**src/rtl/mxv_pkg.sv**
```systemverilog
// Shared types and constants for the MxV UART framing path.
//   sched_state_t : TX scheduler FSM states
//   frame_phase_t : which byte of the frame the scheduler is emitting
//   FRAME_HDR     : first byte of every frame
package mxv_pkg;

    typedef enum logic [2:0] {
        IDLE,
        GRANT,
        SEND,
        WAIT_TX,
        DONE
    } sched_state_t;

    typedef enum logic [1:0] {
        PH_HDR,
        PH_LEN,
        PH_DATA,
        PH_CHK
    } frame_phase_t;

    localparam logic [7:0] FRAME_HDR = 8'hFE;

endpackage

```
**src/rtl/mxv_rr_arbiter.sv**
```systemverilog
// Combinational round-robin arbiter.
// Picks the first set request strictly after last_gnt (wrapping), so the
// previous winner is chosen again only when it is the sole requester.
//   req      in  N_REQ   request vector
//   last_gnt in  IDX_W   index of the previously served requester
//   gnt_c    out N_REQ   one-hot winner (all zero when no request)
//   idx_c    out IDX_W   winner index
//   any_c    out 1       at least one request present
module mxv_rr_arbiter #(
    parameter int unsigned N_REQ = 3
) (
    input  logic [N_REQ-1:0]         req,
    input  logic [$clog2(N_REQ)-1:0] last_gnt,
    output logic [N_REQ-1:0]         gnt_c,
    output logic [$clog2(N_REQ)-1:0] idx_c,
    output logic                     any_c
);

    localparam int unsigned IDX_W = $clog2(N_REQ);

    // Scan offsets 1..N_REQ from the last winner; first hit wins.
    always_comb begin
        logic [IDX_W-1:0] cand;
        gnt_c = '0;
        idx_c = '0;
        any_c = 1'b0;
        cand  = '0;
        for (int unsigned off = 1; off <= N_REQ; off++) begin
            cand = IDX_W'((32'(last_gnt) + off) % N_REQ);
            if (!any_c && req[cand]) begin
                any_c       = 1'b1;
                gnt_c[cand] = 1'b1;
                idx_c       = cand;
            end
        end
    end

endmodule

```
**src/rtl/mxv_tx_scheduler.sv**
```systemverilog
// Shares one UART TX serializer between N_REQ frame producers.
// Each granted frame goes out as HDR, LEN, payload bytes, CHK where
// CHK = len XOR all payload bytes. Arbitration is round-robin per frame.
//   clk, rst    clock, asynchronous active-low reset
//   req_i       level request per requester, held until done_o
//   len_i       payload length per requester, sampled at grant
//   byte_i      current payload byte per requester
//   gnt_o       one-hot grant, high for the whole frame
//   rd_o        pulse: payload byte consumed
//   done_o      pulse: frame fully transmitted
//   tx_start_o  pulse: load tx_data_o into the UART
//   tx_data_o   byte to transmit, held between starts
//   tx_busy_i   UART busy
//   tx_done_i   pulse: UART finished a byte
//   busy_o      scheduler not idle
module mxv_tx_scheduler
    import mxv_pkg::*;
#(
    parameter int unsigned N_REQ  = 3,
    parameter int unsigned DATA_W = 8,
    parameter int unsigned LEN_W  = 5
) (
    input  logic                    clk,
    input  logic                    rst,
    input  logic [N_REQ-1:0]        req_i,
    input  logic [N_REQ*LEN_W-1:0]  len_i,
    input  logic [N_REQ*DATA_W-1:0] byte_i,
    output logic [N_REQ-1:0]        gnt_o,
    output logic [N_REQ-1:0]        rd_o,
    output logic [N_REQ-1:0]        done_o,
    output logic                    tx_start_o,
    output logic [DATA_W-1:0]       tx_data_o,
    input  logic                    tx_busy_i,
    input  logic                    tx_done_i,
    output logic                    busy_o
);

    localparam int unsigned IDX_W = $clog2(N_REQ);

    sched_state_t       state;
    frame_phase_t       phase;
    logic [IDX_W-1:0]   idx;
    logic [N_REQ-1:0]   sel;
    logic [IDX_W-1:0]   last_gnt;
    logic [LEN_W-1:0]   len;
    logic [LEN_W-1:0]   cnt;
    logic [DATA_W-1:0]  chk;

    logic [N_REQ-1:0]   arb_gnt_c;
    logic [IDX_W-1:0]   arb_idx_c;
    logic               arb_any_c;
    logic [DATA_W-1:0]  cur_byte_c;
    logic [LEN_W-1:0]   cur_len_c;

    mxv_rr_arbiter #(
        .N_REQ (N_REQ)
    ) u_arb (
        .req      (req_i),
        .last_gnt (last_gnt),
        .gnt_c    (arb_gnt_c),
        .idx_c    (arb_idx_c),
        .any_c    (arb_any_c)
    );

    // Payload byte and length of the latched requester.
    assign cur_byte_c = byte_i[32'(idx)*DATA_W +: DATA_W];
    assign cur_len_c  = len_i[32'(idx)*LEN_W +: LEN_W];

    // Frame FSM; pulse outputs default low each cycle.
    always_ff @(posedge clk or negedge rst) begin
        if (!rst) begin
            state      <= IDLE;
            phase      <= PH_HDR;
            idx        <= '0;
            sel        <= '0;
            last_gnt   <= IDX_W'(N_REQ - 1);
            len        <= '0;
            cnt        <= '0;
            chk        <= '0;
            gnt_o      <= '0;
            rd_o       <= '0;
            done_o     <= '0;
            tx_start_o <= 1'b0;
            tx_data_o  <= '0;
            busy_o     <= 1'b0;
        end else begin
            tx_start_o <= 1'b0;
            rd_o       <= '0;
            done_o     <= '0;
            case (state)
                IDLE: begin
                    busy_o <= arb_any_c;
                    if (arb_any_c) begin
                        idx   <= arb_idx_c;
                        sel   <= arb_gnt_c;
                        state <= GRANT;
                    end
                end
                GRANT: begin
                    gnt_o <= sel;
                    len   <= cur_len_c;
                    cnt   <= '0;
                    chk   <= DATA_W'(cur_len_c);
                    phase <= PH_HDR;
                    state <= SEND;
                end
                SEND: begin
                    if (!tx_busy_i) begin
                        tx_start_o <= 1'b1;
                        state      <= WAIT_TX;
                        case (phase)
                            PH_HDR:  tx_data_o <= DATA_W'(FRAME_HDR);
                            PH_LEN:  tx_data_o <= DATA_W'(len);
                            PH_DATA: begin
                                tx_data_o <= cur_byte_c;
                                rd_o      <= sel;
                                chk       <= chk ^ cur_byte_c;
                            end
                            default: tx_data_o <= chk;
                        endcase
                    end
                end
                WAIT_TX: begin
                    if (tx_done_i) begin
                        state <= SEND;
                        case (phase)
                            PH_HDR: phase <= PH_LEN;
                            PH_LEN: phase <= (len != '0) ? PH_DATA : PH_CHK;
                            PH_DATA: begin
                                cnt <= cnt + LEN_W'(1);
                                if (cnt == len - LEN_W'(1)) begin
                                    phase <= PH_CHK;
                                end
                            end
                            default: begin
                                // done_o is high during the DONE cycle so the
                                // requester can drop req_i before IDLE samples.
                                done_o <= sel;
                                state  <= DONE;
                            end
                        endcase
                    end
                end
                DONE: begin
                    gnt_o    <= '0;
                    last_gnt <= idx;
                    busy_o   <= 1'b0;
                    state    <= IDLE;
                end
                default: begin
                    state  <= IDLE;
                    gnt_o  <= '0;
                    busy_o <= 1'b0;
                end
            endcase
        end
    end

endmodule

```
**config.mk**
```make
export PLATFORM = sky130hd
export DESIGN_NAME = mxv_tx_scheduler
export DESIGN_NICKNAME = d
export VERILOG_FILES = /design/src/rtl/mxv_pkg.sv /design/src/rtl/mxv_rr_arbiter.sv /design/src/rtl/mxv_tx_scheduler.sv
export SDC_FILE = /design/constraint.sdc
export NUM_CORES = 1
export LEC_CHECK = 0
export BUFFER_PORTS_ARGS = -buffer_cell sky130_fd_sc_hd__buf_4
export CAP_MARGIN = 40
export CORE_MARGIN = 3
export CORE_UTILIZATION = 25
export CTS_CLUSTER_SIZE = 8
export DETAILED_ROUTE_END_ITERATION = 16
export PLACE_DENSITY = 0.53
export SKIP_LAST_GASP = 1
export SYNTH_ARGS = -nofsm -noshare
export SYNTH_HDL_FRONTEND = slang
export SYNTH_SLANG_ARGS = --single-unit
export TNS_END_PERCENT = 100
```
**constraint.sdc**
```tcl
create_clock -name clk -period 2.7 [get_ports clk]
set_clock_uncertainty 0.15 [all_clocks]
set_input_delay 0.135 -clock clk [delete_from_list [all_inputs] [get_ports clk]]
set_output_delay 0.135 -clock clk [all_outputs]
set_load 0.005 [all_outputs]
```
==> results of run 1 <==
how the worst max path moves through the flow:
stage	start	cells past startpoint	slack, ps	end
after floorplan	last_gnt[1]	7	590	sel[0]
after global placement	last_gnt[1]	7	470	sel[2]
after detailed placement	last_gnt[1]	7	440	sel[0]
after CTS	last_gnt[1]	7	420	sel[2]
after global routing	last_gnt[0]	7	260	sel[2]
final	last_gnt[1]	7	400	sel[2]
cell families (layout without fill, tap and decap cells):
kind of cell,after synthesis,after routing
flops,49,49
xor+xnor,8,8
fa+ha+maj,10,10
buf+inv,30,95
simple gates,104,104
compound gates,91,91
mux,24,24
timing repair:
item,in CTS,in global routing
hold buffers,4,0
hold endpoints to repair,51,0
buffers inserted,0,0
endpoints found under the setup margin,0,0
registers in the layout, summed over array words and instances (netlist names):
register	flops
len	5
busy_o	1
phase	2
gnt_o	3
idx	2
sel	3
tx_start_o	1
chk	8
last_gnt	2
tx_data_o	8
state	3
cnt	5
rd_o	3
done_o	3
critical path, cell delays in order (launching register included):
cell and delay (ps):
dfstp_2 550, inv_1 60, ha_1 250, and2_1 160, o211ai_1 240, o21ai_0 140
a21oi_2 270, mux2_2 360
cells in the final DEF, fill, tap and decap left out, drive strengths merged, types with 7 or more instances in the layout:
cell / synthesis / layout
buf: 7 / 70
ha: 10 / 10
o21ai: 20 / 20
a211oi: 7 / 7
clkbuf: 9 / 7
dfrtp: 48 / 48
inv: 13 / 13
mux2i: 19 / 19
nand2: 25 / 25
nor2: 34 / 34
a21oi: 18 / 18
per-stage QoR:
| step | util | power [mW] | cell area, sq um | setup WS (ps) |
|---|---|---|---|---|
| floorplan | - | 2.91 | 2980 | 588 |
| global placement | 0.312 | 3.56 | 3590 | 470 |
| detailed placement | 0.312 | 3.60 | 3600 | 438 |
| CTS | 0.328 | 4.25 | 3780 | 420 |
| global route | 0.328 | 4.57 | 3780 | 265 |
| finish | 0.328 | 4.23 | 3780 | 402 |
cell type report:
| cell class | instances | area share |
|---|---|---|
| multi-input cells | 237 | 0.426 |
| repair buffers | 74 | 0.150 |
| inverters | 14 | 0.0152 |
| clock buffers | 7 | 0.0377 |
| flip-flops and latches | 49 | 0.325 |
| well taps | 143 | 0.0473 |
power by group through the flow:
stage | logic (mW) | registers (mW) | clock network, mW
after detailed placement | 2.24 | 1.36 | 0
after floorplan | 1.67 | 1.24 | 0
final | 2.26 | 1.35 | 0.620
after CTS | 2.26 | 1.35 | 0.638
after global placement | 2.20 | 1.36 | 0
after global routing | 2.50 | 1.40 | 0.675
layer usage:
layer  vias up  global-route usage
met2        91               0.198
met1      1320               0.181
li1       1284                   -
met5         -                   0
met3        10              0.0221
met4         0              0.0423
==> results.sh, run 1 <==
export IMPL_p_sw_mw=1.81
export IMPL_chipWidth_microns=115
export IMPL_hold_viol_final=0
export IMPL_synth_common_cells="48 x dfrtp_1, 34 x nor2_1, 24 x nand2_1"
export IMPL_yosysTopAreaCell="dfrtp_1"
export IMPL_n_antenna_cell=0
export IMPL_first_pass_iters=4
export IMPL_viasPerCell=5.16
export IMPL_tns_ps=0
export IMPL_combPwrFrac=0.534
export IMPL_whs_path_depth=3
export IMPL_yosysSeqAreaShare=0.412
export IMPL_maxCapViolCount=0
export IMPL_clkPwrFrac=0.147
export IMPL_area_growth_pct=26.8
export IMPL_wire_per_inst_microns=16.2
export IMPL_whs_endpoint="len[3]"
export IMPL_power_frac_seq=0.320
export IMPL_highest_layer="met4"
export IMPL_clk_pin_slew_ps=60
export IMPL_netlist_area_sq_um=2980
export IMPL_synth_fa_ha_area_frac=0.0420
export IMPL_ys_types=56
export IMPL_vdd_drop_max_mv=0.481
export IMPL_grt_setup_unrepaired="no"
export IMPL_synth_simple_area_share=0.181
export IMPL_seqCellArea_sq_um=1230
export IMPL_rows=39
export IMPL_fillers=1202
export IMPL_min_path_type="primary input to flip-flop"
export IMPL_route_detailed_drc=0
export IMPL_fin_crit_ps=2300
export IMPL_critPathLaunchType="flip-flop"
export IMPL_synth_nets=372
export IMPL_clock_path_buffers=2
export IMPL_dpl_cell_count=513
export IMPL_grt_pass1_vias=2660
export IMPL_finalWeightedCongestion=0.800
export IMPL_cts_tree="done"
export IMPL_dp_hpwl_microns=6490
export IMPL_ys_warn_count=0
export IMPL_synth_top_family_by_area="compound AO/OA/AOI/OAI gates"
export IMPL_fmax_mhz=435
export IMPL_post_route_period_util=0.851
export IMPL_wl_met3_microns=421
export IMPL_syn_inst=316
export IMPL_wl_met2_microns=3920
export IMPL_p_leak_nw=1.74
export IMPL_drt_wl_total_microns=8480
export IMPL_power_density_nw_per_um2=1120
export IMPL_hp_start="len_i[8]"
export IMPL_synth_top_area_frac=0.403
export IMPL_endpoint_kind="flip-flop"
export IMPL_port_buffers=64
export IMPL_antenna_found_initial=0
export IMPL_syn_area_per_cell_sq_um=9.44
export IMPL_start_util=0.259
export IMPL_drtAntennaViolNets=0
export IMPL_root_buffer="clkbuf_16"
export IMPL_cts_sinks=49
export IMPL_synth_compound_area_frac=0.210
export IMPL_insertion_delay_ps=290
export IMPL_criticalPathCategory="flip-flop to flip-flop"
export IMPL_slew_violations=0
export IMPL_synth_ff_type="dfrtp_1"
export IMPL_ios=65
export IMPL_ys_ff_latch=49
export IMPL_crit_required_ps=2720
export IMPL_htreeDepth=2
export IMPL_worstMarginPinSlew_ps=818
export IMPL_hold_ws_ps=9.57
export IMPL_grtUsageTotal=0.128
export IMPL_async_reset_ff_frac=1.00
export IMPL_grt_max_degree=50
export IMPL_p_sw_frac=0.429
export IMPL_stdcell_count=524
export IMPL_synth_edf_count=0
export IMPL_rrSetupSlack_ps=400
export IMPL_core_area_sq_um=11500
export IMPL_grt_overflow=0
export IMPL_synth_most_common_cell="dfrtp_1"
export IMPL_slew_headroom=0.448
export IMPL_die_height_microns=115
export IMPL_dieArea_sq_um=13300
export IMPL_worstPathMaxFanout=7
export IMPL_wl_met1_microns=4010
export IMPL_p_int_mw=2.41
export IMPL_cp_arrival_ps=2320
export IMPL_synthMuxAreaShare=0.0827
export IMPL_run_status="finished clean"
export IMPL_setup_viol=0
export IMPL_multi_input_area_sq_um=1610
export IMPL_grt_first_pass_wirelength_microns=13500
export IMPL_yosys_top_cells_area="dfrtp_1 40%, mux2i_1 6.4%, nor2_1 4.3%, ha_1 4.2%, o21ai_0 3.4%"
export IMPL_drt_iter0_drc=150
export IMPL_nets=437
export IMPL_vias=2705
export IMPL_ff2ff_path_depth=7
export IMPL_r2r_start="last_gnt[1]"
export IMPL_r2r_end="sel[2]"
export IMPL_drive_gt1_frac=0.231
export IMPL_cts_made_buffers=5
export IMPL_synth_xor_area_frac=0.0235
export IMPL_post_cts_resized=0
No activity file was read; power rests on OpenSTA's default activity.
==> inputs of run 2 (changes only) <==
--- a/config.mk
+++ b/config.mk
@@ -11,9 +11,9 @@
 export CORE_UTILIZATION = 25
 export CTS_CLUSTER_SIZE = 8
 export DETAILED_ROUTE_END_ITERATION = 16
-export PLACE_DENSITY = 0.53
 export SKIP_LAST_GASP = 1
 export SYNTH_ARGS = -nofsm -noshare
 export SYNTH_HDL_FRONTEND = slang
+export SYNTH_HIERARCHICAL = 1
 export SYNTH_SLANG_ARGS = --single-unit
 export TNS_END_PERCENT = 100
==> results.sh, run 2 <==
export IMPL_htreeDepth=2
export IMPL_rows=39
export IMPL_yosys_top_cells_area="dfrtp_1 40%, mux2i_1 7.7%, ha_1 4.2%, o21ai_0 3.9%, nand2_1 3.8%"
export IMPL_ff2ff_path_depth=9
export IMPL_netlist_area_sq_um=2970
export IMPL_reg_top3="chk: 8 flops, tx_data_o: 8 flops"
export IMPL_slew_headroom=0.576
export IMPL_grtUsageTotal=0.127
export IMPL_syn_area_per_cell_sq_um=9.69
export IMPL_maxCapViolCount=0
export IMPL_tns_ps=0
export IMPL_fmax_mhz=402
export IMPL_cts_sinks=49
export IMPL_nets=429
export IMPL_critPathLaunchType="flip-flop"
export IMPL_drt_iter0_drc=157
export IMPL_whs_path_depth=3
export IMPL_hold_viol_final=0
export IMPL_route_detailed_drc=0
export IMPL_drive_gt1_frac=0.275
export IMPL_worstPathMaxFanout=12
export IMPL_syn_inst=307
export IMPL_clock_path_buffers=2
export IMPL_slew_violations=0
export IMPL_antenna_found_initial=0
export IMPL_chipWidth_microns=115
export IMPL_crit_buf_inv=2
export IMPL_setup_viol=0
export IMPL_fillers=1209
export IMPL_async_reset_ff_frac=1.00
export IMPL_r2r_start="last_gnt[0]"
export IMPL_ys_warn_count=6
export IMPL_post_route_period_util=0.921
export IMPL_grt_max_degree=50
export IMPL_cp_top_family="adder cells"
export IMPL_vdd_drop_max_mv=0.331
export IMPL_criticalPathCategory="flip-flop to flip-flop"
export IMPL_synth_most_common_cell="dfrtp_1"
export IMPL_synth_top_area_frac=0.404
export IMPL_worstMarginPinSlew_ps=637
export IMPL_root_buffer="clkbuf_16"
export IMPL_path_cells="inv_1, ha_1, mux2i_1, o21ai_2, nor2_1, o21ai_1, nor4b_2, buf_4, mux2_2"
export IMPL_ios=65
export IMPL_grt_first_pass_wirelength_microns=13400
export IMPL_area_growth_pct=27.5
export IMPL_rrSetupSlack_ps=210
export IMPL_grt_overflow=0
export IMPL_run_status="finished clean"
export IMPL_grt_setup_unrepaired="no"
export IMPL_power_density_nw_per_um2=1040
export IMPL_final_cell_mix="74 x buf_4, 48 x dfrtp_1, 30 x nand2_1"
export IMPL_vias=2555
export IMPL_dieArea_sq_um=13200
export IMPL_n_antenna_cell=0
export IMPL_port_buffers=64
export IMPL_synth_edf_count=0
export IMPL_drt_wl_total_microns=8250
export IMPL_p_leak_nw=1.71
export IMPL_final_common_cell="buf_4"
export IMPL_yosysSeqAreaShare=0.413
export IMPL_slowest_delay_ps=510
export IMPL_synth_ff_type="dfrtp_1"
export IMPL_hp_start="len_i[9]"
export IMPL_hold_ws_ps=15.2
export IMPL_core_area_sq_um=11500
export IMPL_clk_pin_slew_ps=70
export IMPL_synth_common_cells="48 x dfrtp_1, 30 x nand2_1, 25 x nor2_1"
export IMPL_cts_setup_buffers=0
export IMPL_fin_crit_ps=2490
export IMPL_dp_hpwl_microns=6210
export IMPL_min_path_type="primary input to flip-flop"
export IMPL_crit_required_ps=2730
export IMPL_yosysTopAreaCell="dfrtp_1"
export IMPL_wire_per_inst_microns=16.0
export IMPL_grt_pass1_vias=2610
export IMPL_whs_endpoint="len[4]"
export IMPL_slowest_stage="ha_1"
export IMPL_finalWeightedCongestion=0.861
export IMPL_cts_made_buffers=5
export IMPL_r2r_end="sel[0]"
export IMPL_cts_tree="done"
export IMPL_die_height_microns=115
export IMPL_synth_nets=363
export IMPL_drtAntennaViolNets=0
export IMPL_ys_ff_latch=49
export IMPL_first_pass_iters=4
export IMPL_cp_arrival_ps=2510
export IMPL_insertion_delay_ps=290
export IMPL_endpoint_kind="flip-flop"
export IMPL_start_util=0.258
export IMPL_viasPerCell=4.94
export IMPL_ys_types=51
## run 2: worst register-to-register path, stage by stage, from the launching register on
cell and delay (ps):
dfrtp_1 390, inv_1 90, ha_1 510, mux2i_1 140, o21ai_2 150, nor2_1 70
o21ai_1 90, nor4b_2 260, buf_4 190, mux2_2 330
## run 2: logic make-up after synthesis
logic type | share of synthesized area
xor+xnor | 0.0324
simple gates | 0.154
flops | 0.413
buf+inv | 0.0492
mux | 0.108
fa+ha+maj | 0.0421
compound gates | 0.202
## run 2: through the flow
step                      std cells  area [sq um]  setup WS [ps]  utilization  total power [mW]
final                           517          3790            212        0.329              3.94
after global routing            517          3790           48.0        0.329              4.26
after floorplan                 307          2970            308            -              2.66
after detailed placement        507          3610            200        0.314              3.30
after CTS                       517          3790            209        0.329              3.97
after global placement          507          3610            309        0.314              3.24
## run 2: layer usage
layer / vias up / part of all wire / routed length, microns / track usage
li1: 1238 / - / - / -
met1: 1241 / 0.43 / 3580 / 0.162
met2: 70 / 0.51 / 4190 / 0.226
met3: 6 / 0.048 / 398 / 0.0247
met4: 0 / 0.0092 / 76 / 0.0219
met5: - / 0 / 0 / 0
## run 2: timing repair
action,CTS,global route
hold buffers,2,0
endpoints found under the hold margin,49,0
gates resized for setup,0,0
## run 2: worst max-delay path by stage
stage	start	end	slack [ps]	depth (start not counted)
2_1_floorplan	last_gnt[1]	idx[0]	310	7
3_3_place_gp	last_gnt[1]	sel[2]	310	8
3_5_place_dp	last_gnt[0]	sel[0]	200	9
4_1_cts	last_gnt[0]	sel[0]	210	9
5_1_grt	last_gnt[0]	sel[2]	50	9
6_report	last_gnt[0]	sel[0]	210	9
## run 2: area by class of cell
| type | instances | area [sq um] | share of cell area |
|---|---|---|---|
| Tap cell | 143 | 179 | 0.0472 |
| Timing Repair Buffer | 76 | 576 | 0.152 |
| Inverter | 14 | 52.6 | 0.0139 |
| Sequential cell | 49 | 1230 | 0.324 |
| Clock buffer | 6 | 139 | 0.0366 |
| Clock inverter | 2 | 17.5 | 0.00462 |
| Multi-Input combinational cell | 227 | 1600 | 0.422 |
## run 2: power by group
part	internal, mW	leakage [nW]	switching, mW
clock	0.374	0.0775	0.284
combinational	0.919	1.03	1.05
sequential	1.03	0.599	0.285
